`config.mk`:
```
export PLATFORM = sky130hd
export DESIGN_NAME = elbeth_mem_arbiter
export DESIGN_NICKNAME = d
export VERILOG_FILES = /design/src/rtl/elbeth_definitions.sv /design/src/rtl/elbeth_timeout_counter.sv /design/src/rtl/elbeth_mem_arbiter.sv
export SDC_FILE = /design/constraint.sdc
export NUM_CORES = 1
export LEC_CHECK = 0
export ABC_AREA = 1
export CAP_MARGIN = 5
export CORE_UTILIZATION = 40
export CTS_BUF_LIST = sky130_fd_sc_hd__clkbuf_4 sky130_fd_sc_hd__clkbuf_8
export DETAILED_ROUTE_END_ITERATION = 8
export HOLD_SLACK_MARGIN = 0.05
export PLACE_DENSITY = 0.8
export SLEW_MARGIN = 10
export SYNTH_ARGS = -nofsm -noshare
export SYNTH_HDL_FRONTEND = slang
export SYNTH_HIERARCHICAL = 1
export SYNTH_SLANG_ARGS = --single-unit
```
`constraint.sdc`:
```
create_clock -name clk -period 5.5 [get_ports clk]
set_input_delay 0.825 -clock clk [delete_from_list [all_inputs] [get_ports clk]]
set_output_delay 0.825 -clock clk [all_outputs]
set_load 0.03 [all_outputs]
```
`src/rtl/elbeth_definitions.sv`:
```
// Shared exception codes and arbiter state encoding for the elbeth memory path.
package elbeth_definitions;

   typedef enum logic [1:0] {
      ST_IDLE = 2'd0,
      ST_IACC = 2'd1,
      ST_DACC = 2'd2,
      ST_RESP = 2'd3
   } arb_state_t;

   // RISC-V mcause exception codes used by the memory arbiter
   localparam logic [3:0] ECODE_INST_ADDR_MISALIGNED      = 4'd0;
   localparam logic [3:0] ECODE_INST_ADDR_FAULT           = 4'd1;
   localparam logic [3:0] ECODE_LOAD_ADDR_MISALIGNED      = 4'd4;
   localparam logic [3:0] ECODE_LOAD_ACCESS_FAULT         = 4'd5;
   localparam logic [3:0] ECODE_STORE_AMO_ADDR_MISALIGNED = 4'd6;
   localparam logic [3:0] ECODE_STORE_AMO_ACCESS_FAULT    = 4'd7;

endpackage

```
`src/rtl/elbeth_timeout_counter.sv`:
```
// Wait-cycle counter; expired flags the wait cycle whose increment reaches TIMEOUT.
module elbeth_timeout_counter #(
   parameter int TIMEOUT = 15
) (
   input  logic clk,
   input  logic rst_n,
   input  logic clear,
   input  logic enable,
   output logic expired
);

   localparam int CNT_W = $clog2(TIMEOUT + 1);

   logic [CNT_W-1:0] count_reg;

   assign expired = enable && (count_reg == CNT_W'(TIMEOUT - 1));

   always_ff @(posedge clk or negedge rst_n) begin
      if (!rst_n) begin
         count_reg <= '0;
      end else if (clear) begin
         count_reg <= '0;
      end else if (enable && (count_reg != CNT_W'(TIMEOUT))) begin
         count_reg <= count_reg + 1'b1;
      end
   end

endmodule

```
`src/rtl/elbeth_mem_arbiter.sv`:
```
// Round-robin arbiter sharing one single-port memory between instruction fetch and data ports.
module elbeth_mem_arbiter
   import elbeth_definitions::*;
#(
   parameter int ADDR_WIDTH = 8,
   parameter int DATA_WIDTH = 32,
   parameter int TIMEOUT    = 15
) (
   input  logic                  clk,
   input  logic                  rst_n,
   input  logic                  imem_en,
   input  logic [31:0]           imem_addr,
   output logic [DATA_WIDTH-1:0] imem_in_data,
   output logic                  imem_ready,
   output logic                  imem_except,
   output logic [3:0]            imem_except_src,
   input  logic                  dmem_en,
   input  logic [31:0]           dmem_addr,
   input  logic [DATA_WIDTH-1:0] dmem_out_data,
   input  logic [3:0]            dmem_rw,
   output logic [DATA_WIDTH-1:0] dmem_in_data,
   output logic                  dmem_ready,
   output logic                  dmem_except,
   output logic [3:0]            dmem_except_src,
   output logic                  mem_en,
   output logic [ADDR_WIDTH-1:0] mem_addr,
   output logic [DATA_WIDTH-1:0] mem_out_data,
   output logic [3:0]            mem_rw,
   input  logic [DATA_WIDTH-1:0] mem_in_data,
   input  logic                  mem_ready,
   input  logic                  mem_error
);

   arb_state_t            state_reg;
   logic                  last_data_reg;
   logic                  mem_en_reg;
   logic [ADDR_WIDTH-1:0] mem_addr_reg;
   logic [DATA_WIDTH-1:0] mem_wdata_reg;
   logic [3:0]            mem_rw_reg;
   logic [DATA_WIDTH-1:0] imem_data_reg;
   logic                  imem_ready_reg;
   logic                  imem_except_reg;
   logic [3:0]            imem_src_reg;
   logic [DATA_WIDTH-1:0] dmem_data_reg;
   logic                  dmem_ready_reg;
   logic                  dmem_except_reg;
   logic [3:0]            dmem_src_reg;

   logic        grant_any;
   logic        grant_data;
   logic [31:0] req_addr;
   logic        misaligned;
   logic        out_of_range;
   logic        req_store;
   logic [3:0]  early_code;
   logic        in_acc;
   logic        acc_done;
   logic        acc_ok;
   logic        expired;
   logic [3:0]  dfault_code;

   // Data wins a tie unless it was the last port served
   assign grant_any    = imem_en || dmem_en;
   assign grant_data   = dmem_en && (!imem_en || !last_data_reg);
   assign req_addr     = grant_data ? dmem_addr : imem_addr;
   assign misaligned   = |req_addr[1:0];
   assign out_of_range = |req_addr[31:ADDR_WIDTH+2];
   assign req_store    = |dmem_rw;

   always_comb begin
      early_code = '0;
      if (!grant_data) begin
         early_code = misaligned ? ECODE_INST_ADDR_MISALIGNED : ECODE_INST_ADDR_FAULT;
      end else if (req_store) begin
         early_code = misaligned ? ECODE_STORE_AMO_ADDR_MISALIGNED : ECODE_STORE_AMO_ACCESS_FAULT;
      end else begin
         early_code = misaligned ? ECODE_LOAD_ADDR_MISALIGNED : ECODE_LOAD_ACCESS_FAULT;
      end
   end

   assign in_acc      = (state_reg == ST_IACC) || (state_reg == ST_DACC);
   assign acc_ok      = mem_ready && !mem_error;
   assign acc_done    = mem_error || mem_ready || expired;
   assign dfault_code = (|mem_rw_reg) ? ECODE_STORE_AMO_ACCESS_FAULT : ECODE_LOAD_ACCESS_FAULT;

   elbeth_timeout_counter #(
      .TIMEOUT (TIMEOUT)
   ) u_timeout (
      .clk     (clk),
      .rst_n   (rst_n),
      .clear   (!in_acc),
      .enable  (in_acc && !mem_ready && !mem_error),
      .expired (expired)
   );

   always_ff @(posedge clk or negedge rst_n) begin
      if (!rst_n) begin
         state_reg       <= ST_IDLE;
         last_data_reg   <= 1'b0;
         mem_en_reg      <= 1'b0;
         mem_addr_reg    <= '0;
         mem_wdata_reg   <= '0;
         mem_rw_reg      <= '0;
         imem_data_reg   <= '0;
         imem_ready_reg  <= 1'b0;
         imem_except_reg <= 1'b0;
         imem_src_reg    <= '0;
         dmem_data_reg   <= '0;
         dmem_ready_reg  <= 1'b0;
         dmem_except_reg <= 1'b0;
         dmem_src_reg    <= '0;
      end else begin
         imem_ready_reg  <= 1'b0;
         imem_except_reg <= 1'b0;
         dmem_ready_reg  <= 1'b0;
         dmem_except_reg <= 1'b0;
         case (state_reg)
            ST_IDLE: begin
               if (grant_any) begin
                  last_data_reg <= grant_data;
                  if (misaligned || out_of_range) begin
                     state_reg <= ST_RESP;
                     if (grant_data) begin
                        dmem_except_reg <= 1'b1;
                        dmem_src_reg    <= early_code;
                     end else begin
                        imem_except_reg <= 1'b1;
                        imem_src_reg    <= early_code;
                     end
                  end else begin
                     state_reg     <= grant_data ? ST_DACC : ST_IACC;
                     mem_en_reg    <= 1'b1;
                     mem_addr_reg  <= req_addr[ADDR_WIDTH+1:2];
                     mem_rw_reg    <= grant_data ? dmem_rw : 4'b0000;
                     mem_wdata_reg <= grant_data ? dmem_out_data : '0;
                  end
               end
            end
            ST_IACC, ST_DACC: begin
               if (acc_done) begin
                  state_reg     <= ST_RESP;
                  mem_en_reg    <= 1'b0;
                  mem_rw_reg    <= '0;
                  mem_wdata_reg <= '0;
                  if (state_reg == ST_IACC) begin
                     if (acc_ok) begin
                        imem_ready_reg <= 1'b1;
                        imem_data_reg  <= mem_in_data;
                     end else begin
                        imem_except_reg <= 1'b1;
                        imem_src_reg    <= ECODE_INST_ADDR_FAULT;
                     end
                  end else begin
                     if (acc_ok) begin
                        dmem_ready_reg <= 1'b1;
                        dmem_data_reg  <= mem_in_data;
                     end else begin
                        dmem_except_reg <= 1'b1;
                        dmem_src_reg    <= dfault_code;
                     end
                  end
               end
            end
            ST_RESP: state_reg <= ST_IDLE;
            default: state_reg <= ST_IDLE;
         endcase
      end
   end

   assign mem_en          = mem_en_reg;
   assign mem_addr        = mem_addr_reg;
   assign mem_out_data    = mem_wdata_reg;
   assign mem_rw          = mem_rw_reg;
   assign imem_in_data    = imem_data_reg;
   assign imem_ready      = imem_ready_reg;
   assign imem_except     = imem_except_reg;
   assign imem_except_src = imem_src_reg;
   assign dmem_in_data    = dmem_data_reg;
   assign dmem_ready      = dmem_ready_reg;
   assign dmem_except     = dmem_except_reg;
   assign dmem_except_src = dmem_src_reg;

endmodule

```
==> impl_metrics.py, run 1 <==
metrics = {
    "setup_path": {
        "start_kind": "input port",
        "slowest_delay_ps": 480,
        "critPathSlowestCell": "clkdlybuf4s50_1",
        "reg2reg_to": "mem_out_data[18]",
        "critPathRequiredTime_ps": 5820,
        "r2r_cells": 15,
        "critical-path-top-delay-family": "simple AND/OR/NAND/NOR gates",
        "cp-end-kind": "flip-flop",
        "path_buf_inv": 2,
        "worstPathMaxFanout": 38,
        "r2r-start": "state_reg[1]",
        "critical_path_arrival_ps": 3160,
        "r2r_slack_ps": 2720,
        "path_cells": "clkdlybuf4s50_1 > nand2_1 > nand2_2 > inv_2 > nor2_2 > nand3_1 > nand2_2 > nand2_2 > nand2_4 > nand2_4 > nand2_1 > nand2_1",
        "path_class": "in2reg",
    },
    "clock_tree": {
        "path_clk_slew_ps": 80,
        "cts_max_level": 4,
        "clk_latency_ps": 440,
        "root_buffer": "clkbuf_8",
        "postCtsResizedCells": 0,
        "cts_sinks": 126,
        "clock_path_buffers": 2,
        "cts_tree": "yes",
        "cts_hold_buffers": 0,
        "post_cts_buffers": 0,
        "numCtsBuffers": 17,
    },
    "yosys": {
        "ys_ff_latch": 126,
        "seq_area_frac_synth_pct": 54.0,
        "ys_types": 31,
        "ys_warn_count": 6,
        "netlist_area_um2": 5830,
        "avgSynthCellArea_um2": 8.28,
        "netlist_instances": 705,
    },
    "floorplan": {
        "die_height_um": 123,
        "initial_core_util_pct": 41.5,
        "die_x_um": 123,
        "num_io_pins": 259,
        "coreArea_um2": 14000,
        "dieArea_um2": 15100,
        "rows": 43,
    },
    "timing": {
        "tightest_slew_ps": 1070,
        "timing.fmax_mhz": 352,
        "period_minus_slack_ps": 2840,
        "finalSetupViolCount": 0,
        "setup_tns_ps": 0,
        "hold_viol_final": 0,
        "finClkSkew_ps": 11.1,
        "rsz0062_at_grt": "no",
        "slew_headroom_pct": 28.7,
        "fin_crit_sh_pct": 51.7,
        "drv_slew": 0,
    },
    "placement": {
        "dpl.hpwl_um": 11400,
        "port_buffers": 256,
        "dp_cells": 1113,
        "placed_area_um2": 8420,
        "place_congestion": 0.839,
    },
    "grt": {
        "grt_pass1_wl_um": 24900,
        "grt-ovfl-total": 0,
        "grt_pass1_vias": 5096,
        "grt_antenna_before_repair": 0,
        "grt_max_degree": 68,
        "grt_usage_pct": 21.5,
    },
    "pwr": {
        "power_density_nw_per_um2": 534,
        "p_leak_nw": 4.39,
        "p_total_mw": 4.72,
        "peakVddDrop_mv": 0.327,
    },
    "finish": {
        "layout_commonest_cell": "clkdlybuf4s50_1",
        "syn2layout_area_growth_pct": 51.7,
        "drive_gt1_share_pct": 7.88,
        "finish.utilization_pct": 63.0,
        "final_cells": 1145,
        "layout.nets": 1096,
        "fin_area_um2": 8850,
        "antenna_cells": 0,
        "fillers": 1185,
        "final_cell_mix": "clkdlybuf4s50_1, nand2_1, dfrtp_1, inv_1, nor2_1",
    },
    "drt": {
        "vias": 5278,
        "dr.pass1.iters": 4,
        "drcViolationCount": 0,
        "viasPerCell": 4.61,
        "routed_wl_um": 15600,
        "wl_per_cell_um": 13.7,
        "final_antenna_net_count": 0,
        "drt-initial-drc-count": 272,
    },
    "worst_hold_path": {
        "hp-class": "in2async",
    },
    "outcome": {
        "status": "finished clean",
    },
    "run": {
        "cap_violations": 0,
    },
}
## per-layer routing
metal | track usage (%) | part of all wire, % | routed length, um
met2 | 34.1 | 47 | 7370
met4 | 7.85 | 2.5 | 384
met1 | 27.9 | 45 | 7110
met5 | 0 | 0 | 0
met3 | 5.99 | 5.0 | 788
## area by class of cell
| class | count | area (um2) | area share, % |
|---|---|---|---|
| Timing Repair Buffer | 258 | 2580 | 29.1 |
| Clock inverter | 14 | 180 | 2.04 |
| Multi-Input combinational cell | 458 | 2120 | 23.9 |
| Sequential cell | 126 | 3150 | 35.6 |
| Inverter | 91 | 345 | 3.90 |
| Tap cell | 180 | 225 | 2.55 |
| Clock buffer | 18 | 248 | 2.80 |
## worst max-delay path by stage
stage              start          endpoint  slack (ps)  depth (start not counted)
2_1_floorplan  mem_error         mem_rw[2]        3470                         13
3_3_place_gp     dmem_en   mem_out_data[2]        2320                         10
3_5_place_dp     dmem_en   mem_out_data[6]        2210                         10
4_1_cts          dmem_en  mem_out_data[19]        2680                         10
5_1_grt          imem_en  mem_out_data[27]        2420                         12
6_report         imem_en  mem_out_data[18]        2660                         12
## logic make-up (layout without fill, tap and decap cells)
group                      Yosys count  count (layout)  share of synthesized area (%)
AOI/OAI and AO/OA                   77              77                           6.78
xor gates and xnor gates             1               1                          0.150
adders and majority gates            6               6                           1.29
buffers and inverters              122             381                           9.76
DFF                                126             126                           54.0
other                                1               2                         0.0643
and+or+nand+nor                    372             372                           27.9
## cell usage after synthesis
library cell	number	area, um2
a21oi_1	2	10.0
buf_12	3	60.1
buf_2	5	25.0
buf_4	7	52.6
buf_6	2	22.5
buf_8	1	15.0
clkbuf_1	13	48.8
clkinv_2	1	5.00
conb_1	1	3.75
dfrtp_1	126	3150
ha_1	6	75.1
inv_1	84	315
inv_2	5	18.8
inv_4	1	6.26
nand2_1	227	852
nand2_2	4	25.0
nand2_4	3	33.8
nand3_1	31	155
nand3_2	20	200
nand4_1	5	31.3
nand4_2	1	12.5
nor2_1	74	278
nor2_2	2	12.5
nor3_1	2	10.0
nor4_1	1	6.26
o21ai_0	72	360
o21ai_1	1	5.00
o22ai_2	1	12.5
o31ai_1	1	7.51
or2_2	2	12.5
xor2_1	1	8.76
## power by group
part	internal [mW]	switching, mW	total (mW)
Combinational	0.876	1.56	2.43
Clock	0.468	0.392	0.860
Sequential	1.25	0.176	1.43
## per-stage QoR
stage	setup WS, ps	hold slack (ps)
5_1_grt	2420	350
3_3_place_gp	2320	452
2_1_floorplan	3470	470
4_1_cts	2680	339
6_report	2660	334
3_5_place_dp	2210	463
## worst reg2reg max path, cell delays in order (launching register included)
cell and delay [ps]:
dfrtp_1 380, inv_1 80, ha_1 350, inv_2 120, nor3_1 210, nand2_1 80, nor2_1 80, inv_1 40
nand2_1 100, o22ai_2 80, inv_2 90, nand2_4 60, inv_4 390, nand2_4 370, nand2_1 170, nand2_1 60
Note: power is estimated with default switching activity, not from simulation.
==> run 2: changes to the inputs <==
Settings changed: CORE_UTILIZATION 40 to 39, PLACE_DENSITY 0.8 to 0.81.
Clock period 5.5 ns to 2.5 ns, I/O delays scaled along.
==> impl_metrics.py, run 2 (same netlist as run 1, synthesis figures left out) <==
metrics = {
    "setup_path": {
        "r2r_slack_ps": 270,
        "worstPathMaxFanout": 3,
        "critPathRequiredTime_ps": 2820,
        "slowest_delay_ps": 370,
        "path_class": "reg2reg",
        "start_kind": "flip-flop",
        "critical_path_arrival_ps": 2550,
        "cp-end-kind": "flip-flop",
        "cpMostUsedCell": "nand2_1",
        "path_cells": "inv_1 > ha_1 > inv_2 > nor3_1 > nand2_1 > nor2_1 > inv_1 > nand2_1 > o22ai_2 > inv_2 > nand2_4 > nor2_1 > nand3_1 > nand2_1 > nand2_1",
        "critPathSlowestCell": "dfrtp_1",
    },
    "floorplan": {
        "die_x_um": 124,
        "num_io_pins": 259,
        "die_height_um": 124,
        "coreArea_um2": 14600,
        "initial_core_util_pct": 40.0,
        "dieArea_um2": 15500,
        "rows": 44,
    },
    "clock_tree": {
        "cts_tree": "yes",
        "root_buffer": "clkbuf_8",
        "clk_latency_ps": 440,
        "path_clk_slew_ps": 80,
        "cts_sinks": 126,
        "post_cts_buffers": 0,
        "cts_max_level": 4,
        "clock_path_buffers": 2,
        "numCtsBuffers": 17,
    },
    "pwr": {
        "comb_power_share_pct": 52.5,
        "peakVddDrop_mv": 0.687,
        "p_leak_nw": 4.48,
        "power_density_nw_per_um2": 1200,
        "p_total_mw": 10.8,
        "power_frac_seq_pct": 29.1,
        "power.share.clock_pct": 18.4,
        "switchingPower_mw": 4.76,
        "switching_share_pct": 44.1,
        "p_int_mw": 6.04,
    },
    "timing": {
        "tightest_slew_ps": 535,
        "setup_tns_ps": 0,
        "slew_headroom_pct": 64.4,
        "finalSetupViolCount": 0,
        "timing.fmax_mhz": 449,
        "drv_slew": 0,
        "whs_ps": 450,
        "period_minus_slack_ps": 2230,
        "fin_crit_sh_pct": 89.1,
        "rsz0062_at_grt": "no",
        "hold_viol_final": 0,
        "finClkSkew_ps": 10.6,
    },
    "placement": {
        "placed_area_um2": 8560,
        "place_congestion": 0.825,
        "dpl.hpwl_um": 11900,
        "port_buffers": 256,
    },
    "grt": {
        "grt-ovfl-total": 0,
        "grt_pass1_wl_um": 26800,
        "grt_max_degree": 66,
        "grt_antenna_before_repair": 0,
        "grt_usage_pct": 21.9,
        "grt_pass1_vias": 5385,
    },
    "finish": {
        "finish.utilization_pct": 61.9,
        "fin_area_um2": 9030,
        "final_cell_mix": "clkdlybuf4s50_1, nand2_1, dfrtp_1, inv_1, nor2_1",
        "regArea_um2": 3150,
        "multi_input_area_um2": 2130,
        "antenna_cells": 0,
        "syn2layout_area_growth_pct": 54.8,
        "layout_commonest_cell": "clkdlybuf4s50_1",
        "fillers": 1237,
        "layout.nets": 1107,
        "drive_gt1_share_pct": 8.81,
    },
    "drt": {
        "drcViolationCount": 0,
        "drt-initial-drc-count": 334,
        "dr.pass1.iters": 4,
        "wl_per_cell_um": 13.9,
        "routed_wl_um": 16100,
        "viasPerCell": 4.60,
        "vias": 5332,
        "final_antenna_net_count": 0,
    },
    "worst_hold_path": {
        "hp-class": "in2async",
    },
    "outcome": {
        "status": "finished clean",
    },
    "run": {
        "cap_violations": 0,
    },
}
-- run 2: what timing repair did --
item	4_1_cts	5_1_grt
hold endpoints to repair	54	0
resized for setup	0	2
endpoints found under the setup margin	0	37
hold buffers	1	0
-- run 2: final cells by class --
| type | instances | area share (%) |
|---|---|---|
| timing repair buffer | 269 | 30.2 |
| clock inverter | 13 | 2.05 |
| sequential | 126 | 34.9 |
| tap | 184 | 2.55 |
| clock buffer | 19 | 2.90 |
| inverter | 91 | 3.85 |
| multi-input combinational | 458 | 23.6 |
-- run 2: metrics by stage --
| stage | cells | setup WS [ps] |
|---|---|---|
| after floorplan | 706 | 513 |
| after global placement | 1127 | 145 |
| after detailed placement | 1127 | 56.3 |
| after CTS | 1160 | 113 |
| after global routing | 1160 | 42.6 |
| final | 1160 | 272 |
-- run 2: power groups by stage --
| stage | sequential, mW | combinational (mW) | clock [mW] |
|---|---|---|---|
| floorplan | 4.44 | 2.22 | 0 |
| global placement | 3.14 | 5.55 | 0 |
| detailed placement | 3.16 | 5.66 | 0 |
| CTS | 3.14 | 5.68 | 2.04 |
| global route | 3.22 | 6.12 | 2.13 |
| finish | 3.14 | 5.67 | 1.98 |
-- run 2: path summary, 6_finish.rpt --
| path | start | to | cells after the start |
|---|---|---|---|
| max | state_reg[0] | dmem_except_src[1] | 15 |
| min | rst_n | dmem_in_data[4] | 2 |
| max reg2reg | state_reg[0] | dmem_except_src[1] | 15 |
| min reg2reg | imem_except_src[2] | imem_except_src[2] | 2 |
| max in group asynchronous | rst_n | imem_except_src[0] | 3 |
| min in group clk | imem_except_src[2] | imem_except_src[2] | 2 |
-- run 2: metal layers --
layer / vias up / GRT usage, % / routed length (um)
li1: 2680 / - / -
met1: 2457 / 27.1 / 6940
met2: 161 / 36.3 / 7930
met3: 34 / 5.54 / 770
met4: 0 / 8.86 / 433
met5: - / 0 / 0
-- run 2: worst max-delay path: cells and delay by family, from the launching register on --
kind / cells / cell delay, ps
AND/OR/NAND/NOR: 9 / 1050
buffers and inverters: 4 / 270
AO/OA/AOI/OAI: 1 / 80
adder cells (fa/ha/maj): 1 / 350
flip-flops: 1 / 370
